File: config.mk
export PLATFORM = sky130hd
export DESIGN_NAME = lut_cell_sync
export DESIGN_NICKNAME = d
export VERILOG_FILES = /design/src/rtl/lut_cell_sync.sv
export SDC_FILE = /design/constraint.sdc
export NUM_CORES = 1
export LEC_CHECK = 0
export ABC_AREA = 1
export CORE_AREA = 5 5 71 73
export DETAILED_ROUTE_END_ITERATION = 12
export DIE_AREA = 0 0 76 78
export PLACE_DENSITY = 0.62
export SYNTH_ARGS = -nofsm -noshare
export SYNTH_HDL_FRONTEND = slang
export SYNTH_SLANG_ARGS = --single-unit
export TNS_END_PERCENT = 50
File: constraint.sdc
create_clock -name clk_i -period 1.66 [get_ports clk_i]
set_input_delay 0.249 -clock clk_i [delete_from_list [all_inputs] [get_ports clk_i]]
set_output_delay 0.249 -clock clk_i [all_outputs]
set_load 0.005 [all_outputs]
File: src/rtl/lut_cell_sync.sv
// lut_cell_sync -- parameterised K-input fabric logic cell, single clock.
//
// Configuration arrives serially on the system clock. Bits are qualified by
// cfg_valid_i. Once a full frame has been received it is committed to the
// active config in one step. Bits that arrive after that pass through to the
// next cell on cfg_bit_o.
//
// Optional feature macro: LUT_CELL_CARRY_EN
//   When defined, the cell gains carry_i/carry_o and a carry_mode config bit.
//
// Frame order, first bit sent first:
//   reg_en, reg_init, [carry_mode], LUT[2^K-1] .. LUT[0]
//
// Ports:
//   clk_i, rst_n_i  system clock, async active-low reset
//   in_i[K]         LUT address
//   ce_i, sr_i      user register enable / sync reload to reg_init
//   cfg_valid_i     config shift strobe
//   cfg_bit_i       config serial data
//   cfg_clear_i     sync clear of frame, counter and active config
//   cfg_valid_o     cfg_valid_i forwarded combinationally to the next cell
//   cfg_bit_o       registered serial output (MSB of the frame register)
//   cfg_done_o      active config committed
//   out_o           cell output
//   carry_i/o       carry chain (LUT_CELL_CARRY_EN only)
module lut_cell_sync #(
   parameter int K = 4
) (
   input  logic         clk_i,
   input  logic         rst_n_i,
   input  logic [K-1:0] in_i,
   input  logic         ce_i,
   input  logic         sr_i,
   input  logic         cfg_valid_i,
   input  logic         cfg_bit_i,
   input  logic         cfg_clear_i,
`ifdef LUT_CELL_CARRY_EN
   input  logic         carry_i,
   output logic         carry_o,
`endif
   output logic         cfg_valid_o,
   output logic         cfg_bit_o,
   output logic         cfg_done_o,
   output logic         out_o
);

   localparam int LUT_N    = 1 << K;
`ifdef LUT_CELL_CARRY_EN
   localparam int CFG_BITS = LUT_N + 3;
`else
   localparam int CFG_BITS = LUT_N + 2;
`endif
   localparam int CW       = $clog2(CFG_BITS + 1);

   if (K < 2 || K > 6) begin : g_bad_k
      $error("lut_cell_sync: K must be in 2..6");
   end

   logic [CFG_BITS-1:0] shift;
   logic [CFG_BITS-1:0] shift_nxt;
   logic [CW-1:0]       cnt;
   logic [LUT_N-1:0]    lut_act;
   logic                reg_en;
   logic                reg_init;
   logic                q;
   logic                done;
   logic                commit;
   logic                p;
   logic                lut;

   assign shift_nxt = {shift[CFG_BITS-2:0], cfg_bit_i};
   // cnt saturates at CFG_BITS, so "full" doubles as the committed flag.
   assign done      = (cnt == CW'(CFG_BITS));
   assign commit    = cfg_valid_i && !cfg_clear_i && (cnt == CW'(CFG_BITS - 1));

   // Frame register and bit counter
   always_ff @(posedge clk_i or negedge rst_n_i) begin
      if (!rst_n_i) begin
         shift <= '0;
         cnt   <= '0;
      end else if (cfg_clear_i) begin
         shift <= '0;
         cnt   <= '0;
      end else if (cfg_valid_i) begin
         shift <= shift_nxt;
         if (!done) cnt <= cnt + CW'(1);
      end
   end

   // Active config. It is loaded from shift_nxt so that the commit edge
   // already sees the final bit.
`ifdef LUT_CELL_CARRY_EN
   logic carry_mode;
   always_ff @(posedge clk_i or negedge rst_n_i) begin
      if (!rst_n_i)         carry_mode <= 1'b0;
      else if (cfg_clear_i) carry_mode <= 1'b0;
      else if (commit)      carry_mode <= shift_nxt[CFG_BITS-3];
   end
`endif

   always_ff @(posedge clk_i or negedge rst_n_i) begin
      if (!rst_n_i) begin
         lut_act  <= '0;
         reg_en   <= 1'b0;
         reg_init <= 1'b0;
      end else if (cfg_clear_i) begin
         lut_act  <= '0;
         reg_en   <= 1'b0;
         reg_init <= 1'b0;
      end else if (commit) begin
         lut_act  <= shift_nxt[LUT_N-1:0];
         reg_en   <= shift_nxt[CFG_BITS-1];
         reg_init <= shift_nxt[CFG_BITS-2];
      end
   end

   // LUT read, optionally folded with the carry chain
   assign p = lut_act[in_i];
`ifdef LUT_CELL_CARRY_EN
   assign lut     = carry_mode ? (p ^ carry_i) : p;
   assign carry_o = done && carry_mode && (p ? carry_i : in_i[0]);
`else
   assign lut = p;
`endif

   // User register. A commit preloads it with the new reg_init value.
   always_ff @(posedge clk_i or negedge rst_n_i) begin
      if (!rst_n_i)         q <= 1'b0;
      else if (cfg_clear_i) q <= 1'b0;
      else if (commit)      q <= shift_nxt[CFG_BITS-2];
      else if (sr_i)        q <= reg_init;
      else if (ce_i)        q <= lut;
   end

   assign cfg_valid_o = cfg_valid_i;
   assign cfg_bit_o   = shift[CFG_BITS-1];
   assign cfg_done_o  = done;
   assign out_o       = done && (reg_en ? q : lut);

endmodule

==> Implementation_results.wiki <==
{| class="wikitable"
! Metric !! Value
|-
| Cell count after synthesis || 206
|-
| Average cell area after synthesis || 9.20 µm²
|-
| Switching power || 0.000466 W
|-
| # clock sinks || 42
|-
| Via density per instance || 5.06
|-
| Buffers on Ports || 14
|-
| Final hold violation count || 0
|-
| Final routed wirelength across all metal layers || 4.41 mm
|-
| Pin count of the biggest net entering global routing || 24
|-
| Sw Share || 24.1%
|-
| Sequential share of the synthesized area || 55.4%
|-
| Via count || 1570
|-
| Compound-gate portion of the synthesized area || 14.3%
|-
| Crit. End Element || output pin
|-
| Antenna violations before repair || 0
|-
| Data arrival time of the worst path || 1.40 ns
|-
| Number of global-route vias before repair || 1583
|-
| Cell Count Post-Placement || 292
|-
| Post-Place Setup Slack || -0.532 ns
|-
| Measured slew at the worst slew-check pin || 0.492 ns
|-
| Final number of max-transition violations || 0
|-
| Number of buffers between clock root and the deepest sink || 2
|-
| Xor-xnor portion of the synthesized cell area || 0.462%
|-
| Number of clock buffers inserted by TritonCTS || 5
|-
| Unrepaired setup endpoints after global routing || true
|-
| Clock-pin slew of the registers on the worst-case setup and hold paths || 0.08 ns
|-
| Endpoint required time on the critical path || 1.41 ns
|-
| Final period utilization || 99.2%
|-
| Class of the worst hold path || in2async
|-
| N_diodes || 0
|-
| Max Cap Violations || 0
|-
| Synthesis-to-finish area growth || 35.4%
|-
| Share of cell area taken by muxes after synthesis || 0%
|-
| Area share of and/or/nand/nor cells after synthesis || 15.5%
|-
| Initial cell density of the core || 44.1%
|-
| Critical path peak fanout || 2
|-
| Part of the total power dissipated in sequential elements || 53.6%
|-
| Post-detailed-route count of antenna-violating nets || 0
|-
| Die area || 5930 µm²
|-
| First-pass GRT wire length || 7.30 mm
|-
| Flip-flop and latch count after synthesis || 42
|-
| Peak supply drop || 0.000435 V
|-
| Global routing usage summed across all routing layers || 14.9%
|-
| Remaining routing DRC violations || 0
|-
| Leading cell type in the layout, fill and taps excluded || sky130_fd_sc_hd__dfrtp_1
|-
| Setup clock skew after layout || 0.0105 ns
|-
| Final worst path period need || 1.65 ns
|-
| Synth warn || 0
|-
| Violation count after the first detailed-route iteration || 101
|-
| Final critical-path setup slack || 0.0132 ns
|-
| Placer's final routability congestion estimate || 0.863
|-
| I/O Pins || 15
|-
| Syn_nets || 220
|-
| Share of power burned in combinational logic || 12.0%
|-
| Clock network fraction of total power || 34.4%
|-
| Core box area || 4290 µm²
|-
| Number of library cell types mapped by synthesis || 23
|-
| Setup CP Type || reg2out
|-
| Area of all sequential standard cells || 1050 µm²
|-
| Max-slew headroom || 67.2%
|-
| Total number of placement rows || 24
|-
| Mapped Area || 1900 µm²
|-
| Die X || 76 µm
|-
| Adder-cell share of the synthesized area || 1.98%
|-
| Number of endpoints failing setup at the final stage || 0
|-
| Outcome || finished clean
|-
| CTS tree || done
|-
| Post-layout net count || 271
|-
| Total number of H-tree levels || 2
|-
| Internal power || 0.00147 W
|-
| Cell Count, Final, Fillers Out || 310
|-
| First-pass detailed-route iteration total || 4
|-
| Filler Cells Inserted || 358
|-
| Leakage Power || 1.21 nW
|-
| Most frequent cells in the layout || sky130_fd_sc_hd__dfrtp_1 (42), sky130_fd_sc_hd__inv_1 (32), sky130_fd_sc_hd__o22ai_1 (32)
|-
| Placed wire-length estimate after detailed placement || 2.94 mm
|-
| CP startpoint kind || register
|-
| F_max || 607 MHz
|-
| Final routed wire length divided by cell count || 14.2 µm
|-
| Layout cell share with drive strength beyond 1 || 36.0%
|-
| Combined area of the multi-input logic cells || 727 µm²
|-
| Total overflow reported by the global router || 0
|-
| Height of the die || 78 µm
|-
| CTS root buf || sky130_fd_sc_hd__clkbuf_8
|-
| Largest family of logic cells by synthesized area || simple AND/OR/NAND/NOR gates
|-
| Insertion delay of the later-clocked pin in the worst-skew pair || 0.29 ns
|-
| Power density cells || 754 nW/µm²
|-
| Core occupancy in the finished layout || 59.8%
|}
cell type report:
type / instances / share of cell area (%)
clock buffers: 7 / 3.36
clock inverters: 1 / 0.195
multi-input cells: 105 / 28.3
flip-flops and latches: 42 / 40.9
well taps: 52 / 2.53
inverters: 53 / 7.75
repair buffers: 50 / 16.9
worst max-delay path, cell delays in order (launching register included):
cell and delay, ns:
sky130_fd_sc_hd__dfrtp_1 0.38, sky130_fd_sc_hd__inv_2 0.06, sky130_fd_sc_hd__nand2_2 0.05, sky130_fd_sc_hd__nand3_2 0.07, sky130_fd_sc_hd__nand3_2 0.08, sky130_fd_sc_hd__nand3_2 0.12, sky130_fd_sc_hd__nand3_2 0.09, sky130_fd_sc_hd__o211ai_1 0.08
sky130_fd_sc_hd__inv_1 0.06, sky130_fd_sc_hd__clkbuf_2 0.11
through the flow:
step                hold slack [ns]  cell area, µm²  power (W)  TNS, ns
finish                        0.452            2570    0.00194        0
global route                  0.493            2570    0.00203   -0.123
CTS                           0.467            2460    0.00193   -0.102
detailed placement            0.239            2280    0.00124   -0.570
global placement              0.234            2280    0.00124   -0.510
floorplan                   -0.0466            1900    0.00114        0
flip-flops by register name, indices dropped and copies added, names as in the netlist:
name	flops
q	1
reg_init	1
reg_en	1
shift	18
cnt	5
lut_act	16
power groups by stage:
| stage | combinational (W) | sequential, W | clock [W] |
|---|---|---|---|
| after floorplan | 0.0000871 | 0.00106 | 0 |
| after global placement | 0.000181 | 0.00106 | 0 |
| after detailed placement | 0.000183 | 0.00106 | 0 |
| after CTS | 0.000204 | 0.00104 | 0.000687 |
| after global routing | 0.000256 | 0.00104 | 0.000733 |
| final | 0.000232 | 0.00104 | 0.000666 |
final timing paths:
check	from	end	slack, ns	cells after the start
max	lut_act[4]$_DFFE_PN0P_	out_o	0.01	9
min	rst_n_i	shift[12]$_DFFE_PN0P_	0.45	2
max reg2reg	lut_act[4]$_DFFE_PN0P_	q$_DFFE_PN0P_	0.05	15
min reg2reg	q$_DFFE_PN0P_	q$_DFFE_PN0P_	0.50	2
max in group asynchronous	rst_n_i	lut_act[13]$_DFFE_PN0P_	0.72	3
min in group clk_i	q$_DFFE_PN0P_	q$_DFFE_PN0P_	0.50	2
repair_timing:
| action | in CTS | in global routing |
|---|---|---|
| endpoints found under the hold margin | 19 | 0 |
| hold buffers | 1 | 0 |
| pin swaps | 1 | 10 |
| setup buffers | 7 | 3 |
| endpoints found under the setup margin | 2 | 3 |
| gates resized for setup | 20 | 33 |
synth_stat cells:
cell type	number	area, µm²
sky130_fd_sc_hd__a21oi_1	2	10.0
sky130_fd_sc_hd__buf_2	4	20.0
sky130_fd_sc_hd__buf_4	2	15.0
sky130_fd_sc_hd__dfrtp_1	42	1050
sky130_fd_sc_hd__ha_1	3	37.5
sky130_fd_sc_hd__inv_1	48	180
sky130_fd_sc_hd__inv_2	5	18.8
sky130_fd_sc_hd__nand2_1	24	90.1
sky130_fd_sc_hd__nand2_4	2	22.5
sky130_fd_sc_hd__nand3_1	21	105
sky130_fd_sc_hd__nand4_4	1	21.3
sky130_fd_sc_hd__nor2_1	4	15.0
sky130_fd_sc_hd__nor2_2	2	12.5
sky130_fd_sc_hd__nor3_1	1	5.00
sky130_fd_sc_hd__nor3_4	1	16.3
sky130_fd_sc_hd__nor4_1	1	6.26
sky130_fd_sc_hd__o211ai_1	1	7.51
sky130_fd_sc_hd__o21ai_0	4	20.0
sky130_fd_sc_hd__o21ai_1	3	15.0
sky130_fd_sc_hd__o21ai_2	1	8.76
sky130_fd_sc_hd__o22ai_1	32	200
sky130_fd_sc_hd__o32ai_1	1	8.76
sky130_fd_sc_hd__xnor2_1	1	8.76
per-layer routing:
layer | track usage [%] | vias to the layer above | share of wire (%)
met3 | 2.89 | 5 | 2.1
met4 | 5.34 | 0 | 1.1
met2 | 22.5 | 18 | 49
li1 | - | 783 | -
met1 | 21.2 | 764 | 48
met5 | 0 | - | 0
kinds of logic (layout without fill, tap and decap cells):
group,Yosys count,after routing
buffers and inverters,59,111
flip-flops,42,42
AND/OR/NAND/NOR,57,57
AO/OA/AOI/OAI,44,44
adder cells (fa/ha/maj),3,3
XOR/XNOR,1,1
Note: power is estimated with default switching activity, not from simulation.
